==> config.mk <==
export PLATFORM = sky130hd
export DESIGN_NAME = spi_target_sync
export DESIGN_NICKNAME = d
export VERILOG_FILES = /design/src/rtl/spi_target_sync.sv
export SDC_FILE = /design/constraint.sdc
export NUM_CORES = 1
export LEC_CHECK = 0
export CORE_AREA = 4 4 83 46
export DETAILED_ROUTE_END_ITERATION = 8
export DIE_AREA = 0 0 87 50
export HOLD_SLACK_MARGIN = 0.06
export PLACE_DENSITY = 0.82
export SYNTH_ARGS = -nofsm -noshare
export SYNTH_HDL_FRONTEND = slang
export SYNTH_SLANG_ARGS = --single-unit
==> constraint.sdc <==
create_clock -name clk -period 2 [get_ports clk]
set_clock_uncertainty 0.2 [all_clocks]
set_input_delay 0.4 -clock clk [delete_from_list [all_inputs] [get_ports clk]]
set_output_delay 0.4 -clock clk [all_outputs]
set_load 0.01 [all_outputs]
==> src/rtl/spi_target_sync.sv <==
// ---------------------------------------------------------------------------
// spi_target_sync
//   SPI mode-0 target that runs entirely on the system clock. The SPI pins are
//   oversampled through synchronizers and SCLK edges are detected in the clk
//   domain. Words are shifted MSB-first, and several words may be sent back to
//   back within one cs_n frame.
//
// Ports
//   clk, rst_n     system clock, synchronous active-low reset
//   sclk, cs_n,    SPI pins from the master, asynchronous to clk
//   mosi
//   miso           SPI data to the master (registered)
//   tx_data,       next word to send; tx_data is held while tx_valid is high
//   tx_valid
//   tx_ready       1-cycle pulse: a tx word was taken at a load point
//   rx_data        last complete received word
//   rx_valid       1-cycle pulse: rx_data was updated
//   busy           a frame is in progress
//   tx_underrun    1-cycle pulse: load point reached with no tx word available
//   frame_abort    1-cycle pulse: cs_n went high in the middle of a word
// ---------------------------------------------------------------------------
module spi_target_sync #(
    parameter int unsigned DATA_WIDTH  = 8,
    parameter int unsigned SYNC_STAGES = 2
) (
    input  logic                  clk,
    input  logic                  rst_n,
    input  logic                  sclk,
    input  logic                  cs_n,
    input  logic                  mosi,
    output logic                  miso,
    input  logic [DATA_WIDTH-1:0] tx_data,
    input  logic                  tx_valid,
    output logic                  tx_ready,
    output logic [DATA_WIDTH-1:0] rx_data,
    output logic                  rx_valid,
    output logic                  busy,
    output logic                  tx_underrun,
    output logic                  frame_abort
);

    localparam int unsigned CNT_W = (DATA_WIDTH > 1) ? $clog2(DATA_WIDTH) : 1;
    localparam logic [CNT_W-1:0] LAST_BIT = CNT_W'(DATA_WIDTH - 1);

    typedef enum logic {
        ST_IDLE   = 1'b0,
        ST_ACTIVE = 1'b1
    } state_e;

    // -----------------------------------------------------------------------
    // Flop declarations
    // -----------------------------------------------------------------------
    logic [SYNC_STAGES-1:0] sclk_sync_q, sclk_sync_d;
    logic [SYNC_STAGES-1:0] cs_sync_q,   cs_sync_d;
    logic [SYNC_STAGES-1:0] mosi_sync_q, mosi_sync_d;
    logic                   sclk_hist_q, sclk_hist_d;
    logic                   cs_hist_q,   cs_hist_d;

    state_e                 state_q, state_d;

    logic [CNT_W-1:0]       bit_cnt_q,   bit_cnt_d;
    logic [DATA_WIDTH-1:0]  tx_shift_q,  tx_shift_d;
    // Only the lower DATA_WIDTH-1 bits are ever needed: the final bit comes
    // straight from mosi when the word completes.
    logic [DATA_WIDTH-2:0]  rx_shift_q,  rx_shift_d;
    logic [DATA_WIDTH-1:0]  rx_data_q,   rx_data_d;

    logic                   miso_q,        miso_d;
    logic                   tx_ready_q,    tx_ready_d;
    logic                   rx_valid_q,    rx_valid_d;
    logic                   busy_q,        busy_d;
    logic                   tx_underrun_q, tx_underrun_d;
    logic                   frame_abort_q, frame_abort_d;

    // -----------------------------------------------------------------------
    // Synchronized pin levels and edge strobes
    // -----------------------------------------------------------------------
    logic                  sclk_s;
    logic                  cs_s;
    logic                  mosi_s;
    logic                  sclk_rise;
    logic                  sclk_fall;
    logic                  cs_fall;
    logic                  cs_rise;
    logic [DATA_WIDTH-1:0] rx_word;
    logic                  load;

    // Synchronizer shift chains and edge history
    always_comb begin
        sclk_sync_d = {sclk_sync_q[SYNC_STAGES-2:0], sclk};
        cs_sync_d   = {cs_sync_q[SYNC_STAGES-2:0],   cs_n};
        mosi_sync_d = {mosi_sync_q[SYNC_STAGES-2:0], mosi};
        sclk_hist_d = sclk_s;
        cs_hist_d   = cs_s;
    end

    assign sclk_s = sclk_sync_q[SYNC_STAGES-1];
    assign cs_s   = cs_sync_q[SYNC_STAGES-1];
    assign mosi_s = mosi_sync_q[SYNC_STAGES-1];

    assign sclk_rise = sclk_s & ~sclk_hist_q;
    assign sclk_fall = ~sclk_s & sclk_hist_q;
    assign cs_fall   = ~cs_s & cs_hist_q;
    assign cs_rise   = cs_s & ~cs_hist_q;

    // Word as it would be with the current mosi bit appended
    assign rx_word = {rx_shift_q, mosi_s};

    // -----------------------------------------------------------------------
    // FSM: state register
    // -----------------------------------------------------------------------
    always_ff @(posedge clk) begin
        if (!rst_n) begin
            state_q <= ST_IDLE;
        end else begin
            state_q <= state_d;
        end
    end

    // -----------------------------------------------------------------------
    // FSM: next state
    // -----------------------------------------------------------------------
    always_comb begin
        state_d = state_q;
        case (state_q)
            ST_IDLE: begin
                if (cs_fall) begin
                    state_d = ST_ACTIVE;
                end
            end
            ST_ACTIVE: begin
                if (cs_rise) begin
                    state_d = ST_IDLE;
                end
            end
            default: state_d = ST_IDLE;
        endcase
    end

    // -----------------------------------------------------------------------
    // FSM: outputs and datapath next values
    // -----------------------------------------------------------------------
    always_comb begin
        bit_cnt_d     = bit_cnt_q;
        tx_shift_d    = tx_shift_q;
        rx_shift_d    = rx_shift_q;
        rx_data_d     = rx_data_q;
        tx_ready_d    = 1'b0;
        rx_valid_d    = 1'b0;
        tx_underrun_d = 1'b0;
        frame_abort_d = 1'b0;
        load          = 1'b0;

        case (state_q)
            ST_IDLE: begin
                // SCLK edges outside a frame are ignored
                if (cs_fall) begin
                    load      = 1'b1;
                    bit_cnt_d = '0;
                end
            end
            ST_ACTIVE: begin
                // cs_rise wins over an SCLK edge seen in the same cycle
                if (cs_rise) begin
                    if (bit_cnt_q != '0) begin
                        frame_abort_d = 1'b1;
                    end
                    bit_cnt_d  = '0;
                    rx_shift_d = '0;
                end else if (sclk_rise) begin
                    rx_shift_d = rx_word[DATA_WIDTH-2:0];
                    if (bit_cnt_q == LAST_BIT) begin
                        rx_data_d  = rx_word;
                        rx_valid_d = 1'b1;
                        bit_cnt_d  = '0;
                    end else begin
                        bit_cnt_d = bit_cnt_q + CNT_W'(1);
                    end
                end else if (sclk_fall) begin
                    // The fall right after a completed word is the next load point
                    if (bit_cnt_q == '0) begin
                        load = 1'b1;
                    end else begin
                        tx_shift_d = {tx_shift_q[DATA_WIDTH-2:0], 1'b0};
                    end
                end
            end
            default: begin
                bit_cnt_d = '0;
            end
        endcase

        // Load point: take a tx word if offered, otherwise send zeros
        if (load) begin
            if (tx_valid) begin
                tx_shift_d = tx_data;
                tx_ready_d = 1'b1;
            end else begin
                tx_shift_d    = '0;
                tx_underrun_d = 1'b1;
            end
        end

        busy_d = (state_d == ST_ACTIVE);
        miso_d = (state_d == ST_ACTIVE) ? tx_shift_d[DATA_WIDTH-1] : 1'b0;
    end

    // -----------------------------------------------------------------------
    // Registers
    // -----------------------------------------------------------------------
    always_ff @(posedge clk) begin
        if (!rst_n) begin
            sclk_sync_q   <= '0;
            cs_sync_q     <= '1;
            mosi_sync_q   <= '0;
            sclk_hist_q   <= 1'b0;
            cs_hist_q     <= 1'b1;
            bit_cnt_q     <= '0;
            tx_shift_q    <= '0;
            rx_shift_q    <= '0;
            rx_data_q     <= '0;
            miso_q        <= 1'b0;
            tx_ready_q    <= 1'b0;
            rx_valid_q    <= 1'b0;
            busy_q        <= 1'b0;
            tx_underrun_q <= 1'b0;
            frame_abort_q <= 1'b0;
        end else begin
            sclk_sync_q   <= sclk_sync_d;
            cs_sync_q     <= cs_sync_d;
            mosi_sync_q   <= mosi_sync_d;
            sclk_hist_q   <= sclk_hist_d;
            cs_hist_q     <= cs_hist_d;
            bit_cnt_q     <= bit_cnt_d;
            tx_shift_q    <= tx_shift_d;
            rx_shift_q    <= rx_shift_d;
            rx_data_q     <= rx_data_d;
            miso_q        <= miso_d;
            tx_ready_q    <= tx_ready_d;
            rx_valid_q    <= rx_valid_d;
            busy_q        <= busy_d;
            tx_underrun_q <= tx_underrun_d;
            frame_abort_q <= frame_abort_d;
        end
    end

    assign miso        = miso_q;
    assign tx_ready    = tx_ready_q;
    assign rx_data     = rx_data_q;
    assign rx_valid    = rx_valid_q;
    assign busy        = busy_q;
    assign tx_underrun = tx_underrun_q;
    assign frame_abort = frame_abort_q;

endmodule

Yosys cells after proc, flatten, opt, wreduce, memory -nomap -nowiden
Cells that the tools add are included.
{ "word_totals": {"ff_bits": 40, "inputBits": 14, "out_inout_bits": 14, "wordCells": 74} }
{ "op_classes": {"add_sub_neg": 1, "n_eq_ne": 6, "mux": 26, "n_bitwise": 12, "n_reduce_logical": 13} }
{ "ops": {"columns": ["operator", "n"], "rows": [
  ["8-bit 2-to-1 mux", 7],
  ["7-bit 2-to-1 mux", 2],
  ["3-bit 2-to-1 mux", 4],
  ["1-bit 2-to-1 mux", 10],
  ["1-bit NOT", 8],
  ["2-bit AND reduction", 4],
  ["3-bit one-hot mux with 2 select lines", 1],
  ["2-bit nonzero test", 3],
  ["5-bit AND reduction", 1],
  ["1-bit AND", 4],
  ["2-bit by 1-bit != test with 1-bit output, second input constant", 2],
  ["2-bit != test, second input constant", 2],
  ["1-bit one-hot mux with 2 select lines", 2],
  ["4-bit AND reduction", 1],
  ["4-bit OR reduction", 1],
  ["3-bit by 1-bit adder with 3-bit output, second input constant", 1],
  ["3-bit == test, second input constant", 1],
  ["3-bit zero test", 1],
  ["3-bit by 1-bit != test with 1-bit output, second input constant", 1],
  ["3-bit AND reduction", 1],
  ["3-bit nonzero test", 1]
]} }

Longest topological paths before layout
Gate-level depths: netlist of the first run.
{ "logic_depth": {"ltp_word": 8, "depth_mapped": 7, "depth_no_buf": 6} }

Least setup slack after synthesis of the first run
No wires, ideal clock.
{ "synth_path": {"kind": "flip-flop to flip-flop", "from": "register busy (netlist name)", "to": "register tx_shift_q[1]", "setup_time_ns": 0.122, "arrival_time_ns": 1.416, "t_required_ns": 1.678, "path_slack_ns": 0.262, "path_stages_with_launch": 7, "n_path_buf": 2, "synth_period_minus_slack_ns": 1.738, "cell_sequence": "dfxtp_1 > buf_6 > nand3b_4 > a21o_1 > and3_1 > buf_6 > a221o_1"} }
{ "synth_lines": {"columns": ["item", "line", "source"], "rows": [
  ["end signal, assigned", "235", "tx_shift_q <= tx_shift_d;"],
  ["end, declared", "62", "logic [DATA_WIDTH-1:0] tx_shift_q, tx_shift_d;"]
]} }

Final worst setup path of the first run
{ "layout_path": {"from": "register busy_q (netlist: busy)", "to": "output port busy"} }
{ "layout_lines": {"columns": ["item", "line", "source"], "rows": [
  ["start, declared", "71", "logic busy_q, busy_d;"],
  ["start signal, assigned", "241", "busy_q <= busy_d;"],
  ["end, declared", "37", "output logic busy,"]
]} }
No word-level cell between the ends.

==> key figures, run 1 <==
Outcome
  – Status: finished, final reports clean

Synth
  – Synth cell types: 34
  – Yosys reg bits: 40
  – Cells after synthesis: 160
  – Ys Warns: 0
  – Syn Area/Cell: 9.67 sq um
  – Yosys top cell by area: dfxtp_1
  – Post-synth EDFFs: 0
  – Top_reg_cell synth: dfxtp_1
  – Yosys top cell area share: 0.518
  – Synth area leaders: dfxtp_1 52%, and2_1 4.4%, a21oi_1 3.9%, a221o_1 3.9%, nand3_1 3.9%
  – Post-synth net total: 177
  – Synthesized cell area: around 1500 sq um
  – Async S/R FF share, synth: 0
  – Register area share after synthesis: 0.518

Place
  – Placed cells: between 200 and 250
  – DPL Wire Length: 2100 um
  – DP Worst Slack: 0.0537 ns
  – Placed cell area: 1870 sq um
  – RD Place Congestion: 0.804
  – Number of buffer cells added on primary ports: 27

Final layout
  – Fin area: roughly 2000 sq um
  – Commonest non-fill, non-tap cell in the layout: dfxtp_1
  – Share of cells above drive strength 1: 0.109
  – Ant. Diodes: 0
  – Fin cells: 233
  – Core Util, Final: 0.655
  – Fin nets: roughly 210
  – Synth-to-Final Area Change: 26.9%
  – Commonest cells after routing, fill and taps aside: 39 x dfxtp_1, 27 x clkdlybuf4s50_1, 13 x nand2_1

Global route
  – GR Util All Layers: 0.150
  – Largest net degree at the start of global routing: 23
  – Global route total overflow: 0
  – Vias in the first global route: roughly 1100
  – First-pass GRT wire length: 5020 um
  – Initial antenna violation count: 0

Routing
  – DRT iter0 DRCs: 73
  – DRC: 0
  – Wire length per cell: 12.7 um
  – Vias: about 1200
  – Antenna viol nets, final: 0
  – Wirelength, routed: ~3000 um
  – Via density: between 5 and 6
  – TritonRoute pass-1 iters: 5

Clock network
  – Worst-path clk slew: 0.07 ns
  – Worst skew pair latency: 0.29 ns
  – CTS tree: built
  – H-tree depth: 2
  – Post-CTS Setup Bufs: 0
  – Num CTS Buffers: 5
  – Clk sinks: 40
  – Cts hold-fix bufs: 0
  – CTS root buf: clkbuf_8
  – Max Buffers Root-to-Sink: 2

Power
  – P_leak: 0.756 nW
  – Total power: 1.42 mW
  – Pwr dens: 726 nW/um^2
  – VDD IR-drop max: roughly 0.38 mV

Floorplanning
  – Num rows: 14
  – Core Region: 3000 sq um
  – Die Area: 4350 sq um
  – Chip Height: ~50 um
  – Die Wd: 87 um
  – Io pins: 28
  – Initial Utilization: 0.516

Worst setup path
  – Setup crit end kind: primary output
  – Data arrival time of the worst path: 1.29 ns
  – Slowest CP cell: clkdlybuf4s50_1
  – CP Launch Type: flip-flop
  – Critical path depth in cells: 1
  – Delay-heaviest family, CP: buffers and inverters
  – Crit-path cells: clkdlybuf4s50_1
  – Worst reg-to-reg path cell count: 7
  – Worst Path Max Fanout: 14
  – Worst EP required: 1.40 ns
  – Max incr delay on CP: approximately 0.56 ns
  – Critical path class: reg2out
  – Worst Path Buf+Inv: 1

STA
  – WHS: 0.216 ns
  – Crit path time final: between 1.5 and 2 ns
  – Fin. max-slew vios: 0
  – Final hold viol count: 0
  – Post-route setup TNS: 0 ns
  – Tcrit/Tclk final: 0.945
  – Worst slew margin: 0.667
  – Worst slew pin tran: 0.499 ns
  – Worst setup margin: between 0.1 and 0.15 ns
  – FMAX: 529 MHz
  – Final setup viols: 0
  – RSZ-0062 raised after global routing: false

Hold path
  – HP Class: reg2reg
  – Hold depth: 1

Run
  – Max-cap violations: 0
## cell type report
| type | count | area (sq um) |
|---|---|---|
| Fill cell | 249 | 1030 |
| Sequential cell | 40 | 805 |
| Multi-Input combinational cell | 105 | 672 |
| Timing Repair Buffer | 35 | 330 |
| Clock buffer | 5 | 68.8 |
| Tap cell | 40 | 50.0 |
| Clock inverter | 3 | 18.8 |
| Inverter | 5 | 18.8 |
## per-layer routing
| layer | global-route usage | vias to the layer above | routed length (um) | share of wire |
|---|---|---|---|---|
| met2 | 0.225 | 28 | 1320 | 0.44 |
| met1 | 0.184 | 534 | 1430 | 0.48 |
| met4 | 0.0829 | 0 | 57 | 0.019 |
| met3 | 0.0549 | 6 | 160 | 0.054 |
| li1 | - | 627 | - | - |
| met5 | 0 | - | 0 | 0 |
## cell families (layout without fill, tap and decap cells)
group           after synthesis  after routing  share of synthesized area
compound gates               33             33                      0.153
simple gates                 68             68                      0.251
flops                        40             40                      0.518
fa+ha+maj                     3              3                     0.0243
mux                           1              1                    0.00647
buf+inv                      15             48                     0.0477
## what timing repair did
item,4_1_cts,5_1_grt
endpoints found under the hold margin,0,0
setup endpoints to repair,1,1
resized for setup,1,1
## cells in the mapped netlist (2+ instances only)
master     count
a22oi_1        7
buf_2          2
nand3_1       12
dfxtp_1       40
nand4bb_1      2
o31ai_1        2
and2_1        11
nand2b_1       5
ha_1           3
nor2b_1        2
nand2_1       13
nor3_1         2
and3_1         4
inv_1          4
nand4_1        2
a221o_1        6
clkbuf_1       6
buf_6          2
nor2_1         9
a21oi_1       12
## sequential cells by signal, summed over array words and instances, names as in the netlist
name	cells
bit_cnt_q	3
busy	1
cs_hist_q	1
cs_sync_q	2
frame_abort	1
miso	1
mosi_sync_q	2
rx_data	8
rx_shift_q	7
rx_valid	1
sclk_hist_q	1
sclk_sync_q	2
tx_ready	1
tx_shift_q	8
tx_underrun	1
## path summary, 6_finish.rpt
check | startpoint | endpoint | slack, ns
setup / recovery | busy | busy | 0.11
hold / removal | cs_sync_q[0] | cs_sync_q[1] | 0.22
hold reg to reg | cs_sync_q[0] | cs_sync_q[1] | 0.22
setup reg to reg | bit_cnt_q[0] | tx_shift_q[5] | 0.20
## where the power goes
part | internal [mW] | switching [mW] | leakage, nW | total, mW
combinational | 0.0486 | 0.0360 | 0.383 | 0.0846
sequential | 0.810 | 0.0117 | 0.325 | 0.822
clock | 0.243 | 0.275 | 0.0479 | 0.518
Note: power is estimated with default switching activity, not from simulation.
==> inputs of run 2 (changes only) <==
--- a/config.mk
+++ b/config.mk
@@ -5,6 +5,7 @@
 export SDC_FILE = /design/constraint.sdc
 export NUM_CORES = 1
 export LEC_CHECK = 0
+export CAP_MARGIN = 20
 export CORE_AREA = 4 4 83 46
 export DETAILED_ROUTE_END_ITERATION = 8
 export DIE_AREA = 0 0 87 50
==> results of run 2 <==
Same layout as run 1: the final DEF is identical, and so are final timing and power.
==> inputs of run 3 (changes only) <==
--- a/config.mk
+++ b/config.mk
@@ -6,11 +6,11 @@
 export NUM_CORES = 1
 export LEC_CHECK = 0
 export CAP_MARGIN = 20
-export CORE_AREA = 4 4 83 46
+export CORE_AREA = 4 4 93 51
 export DETAILED_ROUTE_END_ITERATION = 8
-export DIE_AREA = 0 0 87 50
+export DIE_AREA = 0 0 97 55
 export HOLD_SLACK_MARGIN = 0.06
-export PLACE_DENSITY = 0.82
+export PLACE_DENSITY = 0.59
 export SYNTH_ARGS = -nofsm -noshare
 export SYNTH_HDL_FRONTEND = slang
 export SYNTH_SLANG_ARGS = --single-unit
==> run 3 against run 2 <==
Worst hold slack better by 0.0066 ns. Critical endpoint unchanged. Fmax about the same. Clock power is 23% higher. Largest power group unchanged.
==> key figures, run 3 (synthesis results as in run 1) <==
Routing
  – Wire length per cell: 12.7 um (-0.52%)
  – Wirelength, routed: 3170 um (+6.7%)
  – Vias: 1250 (+4.6%)
  – DRC: 0 (unchanged)
  – Via density: 5.00 (-2.5%)
  – Antenna viol nets, final: 0 (unchanged)
  – TritonRoute pass-1 iters: 4 (-1)
  – DRT iter0 DRCs: 58 (-21%)

Global route
  – Vias in the first global route: 1157 (+3.3%)
  – Initial antenna violation count: 0 (unchanged)
  – Largest net degree at the start of global routing: 23 (unchanged)
  – First-pass GRT wire length: 5410 um (+7.7%)
  – GR Util All Layers: 0.133 (-0.0171)
  – Global route total overflow: 0 (unchanged)

Worst setup path
  – Setup crit end kind: primary output
  – Crit-path cells: clkdlybuf4s50_1
  – CP Launch Type: flip-flop
  – Worst EP required: 1.40 ns (about the same)
  – Worst Path Max Fanout: 14 (unchanged)
  – Delay-heaviest family, CP: buffers and inverters
  – Max incr delay on CP: 0.57 ns (about the same)
  – Slowest CP cell: clkdlybuf4s50_1
  – Critical path class: reg2out
  – Worst Path Buf+Inv: 1 (unchanged)
  – Data arrival time of the worst path: 1.29 ns (about the same)

Clock network
  – Max Buffers Root-to-Sink: 2 (unchanged)
  – CTS root buf: clkbuf_8
  – Worst skew pair latency: 0.29 ns (about the same)
  – Cts hold-fix bufs: 0 (unchanged)
  – H-tree depth: 2 (unchanged)
  – Clk sinks: 40 (unchanged)
  – Num CTS Buffers: 5 (unchanged)
  – CTS tree: built
  – Worst-path clk slew: 0.07 ns (about the same)

Floorplanning
  – Die Wd: 97 um (+11%)
  – Num rows: 16 (+2)
  – Io pins: 28 (unchanged)
  – Chip Height: 55 um (+10%)
  – Core Region: 3860 sq um (+29%)
  – Initial Utilization: 0.400 (-0.116)
  – Die Area: 5340 sq um (+23%)

STA
  – Tcrit/Tclk final: 0.945 (about the same)
  – Fin. max-slew vios: 0 (unchanged)
  – FMAX: 529 MHz (about the same)
  – Crit path time final: 1.89 ns (+0.00126 ns)
  – Worst slew pin tran: 0.341 ns (-0.158 ns)
  – Final setup viols: 0 (unchanged)
  – Post-route setup TNS: 0 ns (unchanged)
  – Worst setup margin: 0.109 ns (-0.00126 ns)
  – Final hold viol count: 0 (unchanged)
  – RSZ-0062 raised after global routing: false
  – Worst slew margin: 0.767 (+0.0992)

Place
  – Placed cells: 242 (+7.6%)
  – Number of buffer cells added on primary ports: 27 (unchanged)
  – DP Worst Slack: 0.000401 ns (-0.0533 ns)
  – DPL Wire Length: 2170 um (+3.3%)
  – RD Place Congestion: 0.776 (-3.4%)

Final layout
  – Commonest cells after routing, fill and taps aside: 39 x dfxtp_1, 27 x clkdlybuf4s50_1, 13 x nand2_1
  – Share of cells above drive strength 1: 0.117 (+0.00854)
  – Core Util, Final: 0.524 (-0.132)
  – Fin cells: 250 (+7.3%)
  – Fin nets: 212 (+1.4%)
  – Synth-to-Final Area Change: 30.8%
  – Commonest non-fill, non-tap cell in the layout: dfxtp_1
  – Fillers: 356 (+43%)
  – Ant. Diodes: 0 (unchanged)

Power
  – P_leak: 0.778 nW (+3.0%)
  – Pwr dens: 765 nW/um^2 (+5.4%)
  – VDD IR-drop max: 0.284 mV (-26%)

Hold path
  – HP Class: reg2reg

Outcome
  – Status: finished, final reports clean

Run
  – Max-cap violations: 0 (unchanged)
run 3: changes by cell type in the layout (fill, tap and decap cells not counted), sizes merged:
| cell | change |
|---|---|
| buf | +3 |
| bufinv | +1 |
| clkbuf | +1 |
| clkinv | -2 |
run 3: power breakdown:
part,switching [mW],total (mW),internal (mW)
registers,0.0116,0.822,0.811
clock network,0.266,0.636,0.370
logic,0.0382,0.0898,0.0516
total,0.316,1.55,1.23
run 3: what timing repair did:
item	in CTS	in global routing
endpoints found under the hold margin	0	0
cloned	0	0
setup buffers	0	0
resized for setup	1	1
setup endpoints to repair	1	1
run 3: final timing paths:
| path | startpoint | end | slack [ns] | cells after the start |
|---|---|---|---|---|
| worst min-delay path | cs_sync_q[0] | cs_sync_q[1] | 0.22 | 1 |
| worst max-delay path | busy | busy | 0.11 | 1 |
| worst min register to register | cs_sync_q[0] | cs_sync_q[1] | 0.22 | 1 |
| worst max register to register | bit_cnt_q[0] | tx_shift_q[6] | 0.27 | 6 |
run 3: cell type report:
| cell class | instances | area, sq um | share of cell area |
|---|---|---|---|
| Clock buffer | 6 | 72.6 | 0.0359 |
| Multi-Input combinational cell | 105 | 672 | 0.332 |
| Sequential cell | 40 | 805 | 0.398 |
| Inverter | 5 | 18.8 | 0.00928 |
| Tap cell | 54 | 67.6 | 0.0334 |
| Clock inverter | 2 | 35.0 | 0.0173 |
| Timing Repair Buffer | 38 | 353 | 0.174 |
run 3: routing by layer:
metal,vias to the layer above,track usage,wire (um)
met3,5,0.0488,146
met4,0,0.0816,51
li1,634,-,-
met5,-,0,0
met2,26,0.184,1320
met1,585,0.177,1650
run 3: through the flow:
step,area [sq um],hold slack [ns],power (mW)
5_1_grt,2020,0.250,1.62
3_5_place_dp,1910,0.198,0.931
6_report,2020,0.223,1.55
3_3_place_gp,1910,0.188,0.930
4_1_cts,2020,0.222,1.58
2_1_floorplan,1550,0.186,0.884
